### src/rtl/ram_verifier.sv
// Post-erase RAM read-back checker: walks START_RAM..END_RAM and compares every byte to PATTERN.
// Latency 2 + controller latency ena-cycles per address; waits on rd_valid, bails out after TIMEOUT ena-cycles.
module ram_verifier #(
  parameter logic [24:0] START_RAM = 25'h0000000,
  parameter logic [24:0] END_RAM   = 25'h000FFFF,
  parameter logic [7:0]  PATTERN   = 8'hFF,
  parameter logic [7:0]  TIMEOUT   = 8'd255
) (
  input  logic        clk,
  input  logic        reset_n,
  input  logic        ena,
  input  logic        trigger,
  output logic        checking,
  output logic        done,
  output logic        pass,
  output logic        timeout,
  output logic [15:0] err_count,
  output logic [24:0] first_err_addr,
  output logic [7:0]  first_err_data,
  output logic        rd,
  output logic [24:0] addr,
  input  logic [7:0]  rdata,
  input  logic        rd_valid
);

  typedef enum logic [1:0] {
    ST_IDLE  = 2'd0,
    ST_ISSUE = 2'd1,
    ST_WAIT  = 2'd2,
    ST_DONE  = 2'd3
  } state_t;

  localparam logic EMPTY_RANGE = (END_RAM < START_RAM);

  state_t      state_q, state_d;
  logic        trig_dly_q, trig_dly_d;
  logic [24:0] pos_q, pos_d;
  logic [7:0]  wcnt_q, wcnt_d;
  logic        checking_q, checking_d;
  logic        done_q, done_d;
  logic        pass_q, pass_d;
  logic        timeout_q, timeout_d;
  logic [15:0] err_count_q, err_count_d;
  logic [24:0] first_err_addr_q, first_err_addr_d;
  logic [7:0]  first_err_data_q, first_err_data_d;
  logic        rd_q, rd_d;
  logic [24:0] addr_q, addr_d;

  logic start;
  logic last_addr;
  logic mismatch;
  logic wait_expired;

  assign start        = trigger & ~trig_dly_q & (state_q == ST_IDLE);
  assign last_addr    = (pos_q == END_RAM);
  assign mismatch     = rd_valid & (rdata != PATTERN);
  assign wait_expired = ~rd_valid & (wcnt_q == TIMEOUT - 8'd1);

  // State register
  always_ff @(posedge clk or negedge reset_n) begin
    if (!reset_n) begin
      state_q <= ST_IDLE;
    end else begin
      state_q <= state_d;
    end
  end

  // Next-state logic
  always_comb begin
    state_d = state_q;
    if (ena) begin
      case (state_q)
        ST_IDLE: begin
          if (start) begin
            state_d = EMPTY_RANGE ? ST_DONE : ST_ISSUE;
          end
        end
        ST_ISSUE: state_d = ST_WAIT;
        ST_WAIT: begin
          if (rd_valid) begin
            state_d = last_addr ? ST_DONE : ST_ISSUE;
          end else if (wait_expired) begin
            state_d = ST_DONE;
          end
        end
        ST_DONE: state_d = ST_IDLE;
        default: state_d = ST_IDLE;
      endcase
    end
  end

  // Datapath and output next values; everything holds when ena is low
  always_comb begin
    trig_dly_d       = trig_dly_q;
    pos_d            = pos_q;
    wcnt_d           = wcnt_q;
    checking_d       = checking_q;
    done_d           = done_q;
    pass_d           = pass_q;
    timeout_d        = timeout_q;
    err_count_d      = err_count_q;
    first_err_addr_d = first_err_addr_q;
    first_err_data_d = first_err_data_q;
    rd_d             = rd_q;
    addr_d           = addr_q;

    if (ena) begin
      trig_dly_d = trigger;
      case (state_q)
        ST_IDLE: begin
          if (start) begin
            done_d           = 1'b0;
            pass_d           = 1'b0;
            timeout_d        = 1'b0;
            err_count_d      = 16'h0000;
            first_err_addr_d = 25'h0000000;
            first_err_data_d = 8'h00;
            pos_d            = START_RAM;
            checking_d       = 1'b1;
          end
        end
        ST_ISSUE: begin
          rd_d   = 1'b1;
          addr_d = pos_q;
          wcnt_d = 8'h00;
        end
        ST_WAIT: begin
          rd_d = 1'b0;
          if (rd_valid) begin
            if (mismatch) begin
              err_count_d = (err_count_q == 16'hFFFF) ? 16'hFFFF : err_count_q + 16'd1;
              if (err_count_q == 16'h0000) begin
                first_err_addr_d = pos_q;
                first_err_data_d = rdata;
              end
            end
            if (!last_addr) begin
              pos_d = pos_q + 25'd1;
            end
          end else begin
            wcnt_d = wcnt_q + 8'd1;
            if (wait_expired) begin
              timeout_d = 1'b1;
            end
          end
        end
        ST_DONE: begin
          checking_d = 1'b0;
          done_d     = 1'b1;
          // err_count already includes the final compare by the time DONE is reached
          pass_d     = (err_count_q == 16'h0000) & ~timeout_q;
        end
        default: ;
      endcase
    end
  end

  always_ff @(posedge clk or negedge reset_n) begin
    if (!reset_n) begin
      trig_dly_q       <= 1'b0;
      pos_q            <= 25'h0000000;
      wcnt_q           <= 8'h00;
      checking_q       <= 1'b0;
      done_q           <= 1'b0;
      pass_q           <= 1'b0;
      timeout_q        <= 1'b0;
      err_count_q      <= 16'h0000;
      first_err_addr_q <= 25'h0000000;
      first_err_data_q <= 8'h00;
      rd_q             <= 1'b0;
      addr_q           <= 25'h0000000;
    end else begin
      trig_dly_q       <= trig_dly_d;
      pos_q            <= pos_d;
      wcnt_q           <= wcnt_d;
      checking_q       <= checking_d;
      done_q           <= done_d;
      pass_q           <= pass_d;
      timeout_q        <= timeout_d;
      err_count_q      <= err_count_d;
      first_err_addr_q <= first_err_addr_d;
      first_err_data_q <= first_err_data_d;
      rd_q             <= rd_d;
      addr_q           <= addr_d;
    end
  end

  assign checking       = checking_q;
  assign done           = done_q;
  assign pass           = pass_q;
  assign timeout        = timeout_q;
  assign err_count      = err_count_q;
  assign first_err_addr = first_err_addr_q;
  assign first_err_data = first_err_data_q;
  assign rd             = rd_q;
  assign addr           = addr_q;

  a_rd_in_check: assert property (@(posedge clk) disable iff (!reset_n) rd_q |-> checking_q);
  a_done_idle:   assert property (@(posedge clk) disable iff (!reset_n) done_q |-> !checking_q);
  a_pos_bound:   assert property (@(posedge clk) disable iff (!reset_n)
                                  (checking_q && !EMPTY_RANGE) |-> (pos_q <= END_RAM));

endmodule
### config.mk
export PLATFORM = sky130hd
export DESIGN_NAME = ram_verifier
export DESIGN_NICKNAME = d
export VERILOG_FILES = /design/src/rtl/ram_verifier.sv
export SDC_FILE = /design/constraint.sdc
export NUM_CORES = 1
export LEC_CHECK = 0
export ABC_CLOCK_PERIOD_IN_PS = 2800
export CORE_MARGIN = 1.5
export CORE_UTILIZATION = 35
export CTS_CLUSTER_SIZE = 10
export DETAILED_ROUTE_END_ITERATION = 10
export SYNTH_ARGS = -nofsm -noshare
export SYNTH_HDL_FRONTEND = slang
export SYNTH_SLANG_ARGS = --single-unit
### constraint.sdc
create_clock -name clk -period 2.8 [get_ports clk]
set_input_delay 0.7 -clock clk [delete_from_list [all_inputs] [get_ports clk]]
set_output_delay 0.7 -clock clk [all_outputs]
set_load 0.01 [all_outputs]
; ---- After elaboration in Yosys (flattened, before gate mapping)
; Cells that the tools add are included.
[totals]
ff_bits = 115
latch_bits = 0
ramBits = 0
romBits = 0
out_inout_bits = 79
word_cells = 87
memories = 0
[classes]
add_sub_neg = 3
mul = 0
div = 0
n_lt_le_gt_ge = 0
n_eq_ne = 15
n_shift = 0
n_mux = 34
bitwise_logic = 8
reduce_logical = 14
[op_table]
columns = operator, count
row1 = 25-bit 2-to-1 mux, 6
row2 = 25-bit one-hot mux with 2 select lines, 2
row3 = 16-bit 2-to-1 mux, 4
row4 = 8-bit 2-to-1 mux, 5
row5 = 16-bit one-hot mux with 2 select lines, 1
row6 = 8-bit one-hot mux with 2 select lines, 2
row7 = 25-bit by 1-bit adder with 25-bit output (second input constant), 1
row8 = 25-bit by 16-bit == test with 1-bit output (second input constant), 1
row9 = 16-bit by 1-bit adder with 16-bit output (second input constant), 1
row10 = 16-bit == test (second input constant), 1
row11 = 16-bit zero test, 1
row12 = 5-bit AND reduction, 3
row13 = 2-bit inequality test (second input constant), 7
row14 = 1-bit one-hot mux with 2 select lines, 5
row15 = 3-bit AND reduction, 3
row16 = 8-bit by 1-bit adder with 8-bit output (second input constant), 1
row17 = 8-bit == test (second input constant), 1
row18 = 2-bit 2-to-1 mux, 4
row19 = 8-bit inequality test (second input constant), 1
row20 = 2-bit one-hot mux with 4 select lines, 1
row21 = 6-bit AND reduction, 1
row22 = 2-bit nonzero test, 3
row23 = 1-bit AND, 5
row24 = 2-bit == test (second input constant), 2
row25 = 6 further kinds, 12

; ---- Depth between registers and ports, before layout
; Gate-level depths: netlist (run 1).
[depth]
ltp_word = 5
mapped_depth = 10

; ---- Least setup slack after synthesis (run 1)
; No wires, ideal clock.
[synth_path]
path_type = input -> register
from = input rd_valid
to = register err_count_q[4] (netlist: err_count[4])
arrival_ns = 2.033
t_required_ns = 2.679
path_slack_ns = 0.645
stages = 9
n_path_buf = 4
path_cell_list = buf_2 > mux2_4 > o211a_1 > buf_6 > nand2b_1 > clkbuf_1 > buf_2 > nor2_1 > o22a_1
[synth_via]
elab_chain_len = 3
[synth_rtl]
columns = item, line_no
row1 = start: declaration, 23  ; input logic rd_valid
row2 = 1-bit AND, 56  ; assign mismatch = rd_valid & (rdata != PATTERN);
row3 = 2-bit inequality test (no source line), --
row4 = 5-bit AND reduction (no source line) (*), --
row5 = end signal: assignment, 180  ; err_count_q <= err_count_d;
row6 = end: declaration, 43  ; logic [15:0] err_count_q, err_count_d;
; Mark *: on every way between the ends. The rest lies on a longest branch, timed or not.
; A chain may end at the register's enable or synchronous reset.

; ---- Final worst setup path (run 1)
[layout_path]
from = register state_q[0]
to = register wcnt_q[6]
[layout_via]
elab_chain_len = 3
[layout_rtl]
columns = item, line_no
row1 = start: declaration, 35  ; state_t state_q, state_d;
row2 = start signal: assignment, 64  ; state_q <= state_d;
row3 = 2-bit == test / 2-bit by 1-bit == test with 1-bit output (equally long branches), 109  ; case (state_q)
row4 = 2-bit inequality test (no source line) / 2-bit nonzero test (equally long branches), --
row5 = 3-bit AND reduction (no source line), --
row6 = end signal: assignment, 175  ; wcnt_q <= wcnt_d;
row7 = end: declaration, 38  ; logic [7:0] wcnt_q, wcnt_d;
; Several ways; a longest one is shown, not always the timed one.

==> results of run 1 <==
layer usage:
layer / track usage (%) / share of wire (%) / vias up
met3: 5.04 / 5.1 / 20
met4: 7.97 / 2.0 / 0
met1: 26.1 / 47 / 2449
met2: 27.3 / 46 / 153
met5: 0 / 0 / -
li1: - / - / 2248
logic make-up (layout without fill, tap and decap cells):
logic type               after synthesis  after routing  share of synthesized area, %
flip-flops                           115            115                          50.8
AND/OR/NAND/NOR                      168            168                          15.8
multiplexers                          26             26                          5.21
XOR/XNOR                               8              8                          1.24
adder cells (fa/ha/maj)               10             10                          2.21
buffers and inverters                 44            159                          3.40
AO/OA/AOI/OAI                        167            167                          21.4
worst max-delay path by stage:
stage	startpoint	endpoint	slack [ns]	depth (start not counted)
floorplan	rd_valid	err_count[4]	0.65	9
global placement	trigger	pos_q[15]	0.04	6
detailed placement	trigger	pos_q[15]	0.03	6
CTS	state_q[0]	wcnt_q[6]	0.38	8
global route	state_q[0]	wcnt_q[7]	0.20	8
finish	state_q[0]	wcnt_q[6]	0.38	8
power groups by stage:
stage / logic [mW] / registers [mW] / clock network, mW
finish: 1.69 / 2.01 / 2.02
global route: 1.86 / 2.04 / 2.15
CTS: 1.70 / 2.01 / 2.06
detailed placement: 1.70 / 2.03 / 0
global placement: 1.67 / 2.03 / 0
floorplan: 0.958 / 2.04 / 0
area by class of cell:
| class | count | area share (%) |
|---|---|---|
| multi-input cells | 379 | 34.9 |
| well taps | 216 | 3.62 |
| repair buffers | 116 | 15.0 |
| flip-flops and latches | 115 | 38.5 |
| clock buffers | 24 | 6.58 |
| clock inverters | 5 | 0.703 |
| inverters | 14 | 0.703 |
worst max-delay path, delay by kind of cell (launching register included):
kind,cells,cell delay [ns]
xor+xnor,1,0.13
buf+inv,2,0.57
fa+ha+maj,1,0.26
simple gates,2,0.19
flops,1,0.43
compound gates,2,0.72
sequential cells by signal (all words and copies together), names as in the netlist:
register and flops:
done 1, state_q 2, addr 25, rd 1, first_err_data 8, timeout 1
trig_dly_q 1, pass 1, first_err_addr 25, checking 1, pos_q 25, wcnt_q 8
err_count 16
synth_stat cells, types with 2 or more instances:
master	n
xnor2_1	3
a22o_1	68
ha_1	10
a2bb2oi_1	5
or4_1	8
clkbuf_1	19
nand3_1	21
a21oi_1	31
o21a_1	3
a31oi_1	3
nor3_1	12
a41oi_1	3
buf_4	3
nand2b_1	4
o211ai_1	6
mux2_2	24
nor4_1	5
or2_2	2
and3_1	9
xor2_1	5
and4_1	3
dfrtp_1	115
inv_1	14
buf_2	7
nor2_1	30
or3_1	10
nand2_1	37
and2_1	5
nand4_1	13
o21ai_0	30
o31ai_1	8
layout by cell type, fill, tap and decap left out, drive strengths merged, types with 2 or more instances in the layout:
master         netlist  layout
dfrtp              115     115
clkdlybuf4s50        0      90
a22o                68      68
nand2               38      38
a21oi               31      31
nor2                30      30
o21ai               30      30
buf                 11      26
mux2                25      25
clkbuf              19      24
nand3               21      21
inv                 14      14
nand4               14      14
nor3                13      13
or3                 10      10
and3                10      10
ha                  10      10
o31ai                9       9
or4                  8       8
o211ai               6       6
and2                 5       5
nor4                 5       5
xor2                 5       5
a2bb2oi              5       5
nand2b               4       4
and4                 3       3
xnor2                3       3
o21a                 3       3
a41oi                3       3
a31oi                3       3
clkinv               0       3
or2                  2       2
nor4b                2       2
o2111ai              2       2
==> impl_metrics.yaml, run 1 <==
timing:
  slew_headroom_pct: 57.5
  setup_viol: 0
  timing.fmax_mhz: 414
  hold_viol: 0
  worst_slew_pin_slew_ns: 0.631
  slew_violations: 0
  period_share_pct: 86.4
  fin_worst_skew_ns: 0.00522
  whs_ns: 0.230
  setup_slack_ns: 0.382
  finalSetupTns_ns: 0
  rsz0062_at_grt: "no"
  finalCriticalPeriod_ns: 2.42
power_and_ir_drop:
  design_power_total_mw: 5.72
  power_leakage_nw: 3.21
  switching_share_pct: 34.0
  power_density_nw_per_um2: 765
  power_frac_seq_pct: 35.1
  p_int_mw: 3.78
  p_switching_mw: 1.94
  clock_power_share_pct: 35.3
  ir_drop_uv: 633
  combPwrFrac_pct: 29.6
routing:
  wl_um: 14900
  first_pass_iters: 5
  routed_via_density: 5.60
  routed-via-count: 4870
  route.detailed.drc: 0
  routedWlPerCell_um: 17.2
  drtAntennaViolNets: 0
  drtIter0Drc: 293
layout:
  finalNonFillerCells: 869
  multi_input_area_um2: 2610
  nNetsFinal: 666
  final_core_util_pct: 47.2
  seqCellArea_um2: 2880
  diodes: 0
  fin_area_um2: 7470
  fill_cells: 1463
  syn2layout_area_growth_pct: 31.9
  drive_above_1_share_pct: 13.5
clocking:
  cts_buffers: 17
  hold_buffers: 0
  cts_tree: "built"
  cts_root_buffer: "clkbuf_16"
  cts_sinks: 115
  postCtsSetupBuffers: 0
  ctsResizeCount: 0
  insertion_delay_ns: 0.42
  clkTransAtPathRegs_ns: 0.05
  cts_max_level: 4
  cts_buffer_depth: 2
place:
  portBuffers: 91
  gp_congestion: 0.809
  dp.cells: 840
  placed_area_um2: 6930
  dp_slack_ns: 0.0279
  dp_hpwl_um: 10300
synth:
  synth.distinct_cells: 53
  synth_area_leaders: "dfrtp_1 51%, a22o_1 11%, mux2_2 4.8%, a21oi_1 2.7%, o21ai_0 2.6%"
  synthFlopType: "dfrtp_1"
  ys_warn_count: 0
  synth_nets: 561
  netlist_area_um2: 5670
  synthCells: 538
  yosys_register_bits: 115
  yosys.area.top_type: "dfrtp_1"
  yosysTopAreaCellShare_pct: 50.8
  synth-edff-count: 0
  avgSynthCellArea_um2: 10.5
  yosysSeqAreaShare_pct: 50.8
  ys_async_sr_fraction_pct: 100
floorplanning:
  core_area_um2: 15800
  row_count: 46
  pin_count: 92
  start_util_pct: 35.8
  die-area_um2: 17000
  die_h_um: 130
  fp.dieW_um: 130
critical_path:
  path_class: "reg2reg"
  r2r_cells: 8
  required_ns: 3.09
  r2r_start: "state_q[0]"
  crit_chain: "inv_1, ha_2, buf_4, o21ai_0, a211o_1, nor2_1, xnor2_1, nor2_1"
  cp_slowest_cell: "buf_4"
  crit_path_start_kind: "flop"
  rr_endpoint: "wcnt_q[6]"
  rrSetupSlack_ns: 0.38
  crit_path_frequent_cell: "nor2_1"
  path_max_fanout: 46
  cp.arrival_ns: 2.71
  endpoint_kind: "flop"
  max_stage_delay_ns: 0.44
global_routing:
  grt_usage_pct: 18.7
  grt_pass1_wl_um: 24400
  grt.overflow.total: 0
  grt_pass1_vias: 4615
  grt_max_degree: 47
  grt_antenna_before_repair: 0
job:
  maxCapViolations: 0
status:
  status: "complete, no violations"
worst_hold_path:
  hold_path.class: "in2async"
Note: power is estimated with default switching activity, not from simulation.
==> inputs of run 2 (changes only) <==
Settings changed: CTS_CLUSTER_SIZE 10 to not set.
==> results of run 2 <==
No change in the layout: final DEF, timing and power equal those of run 1.
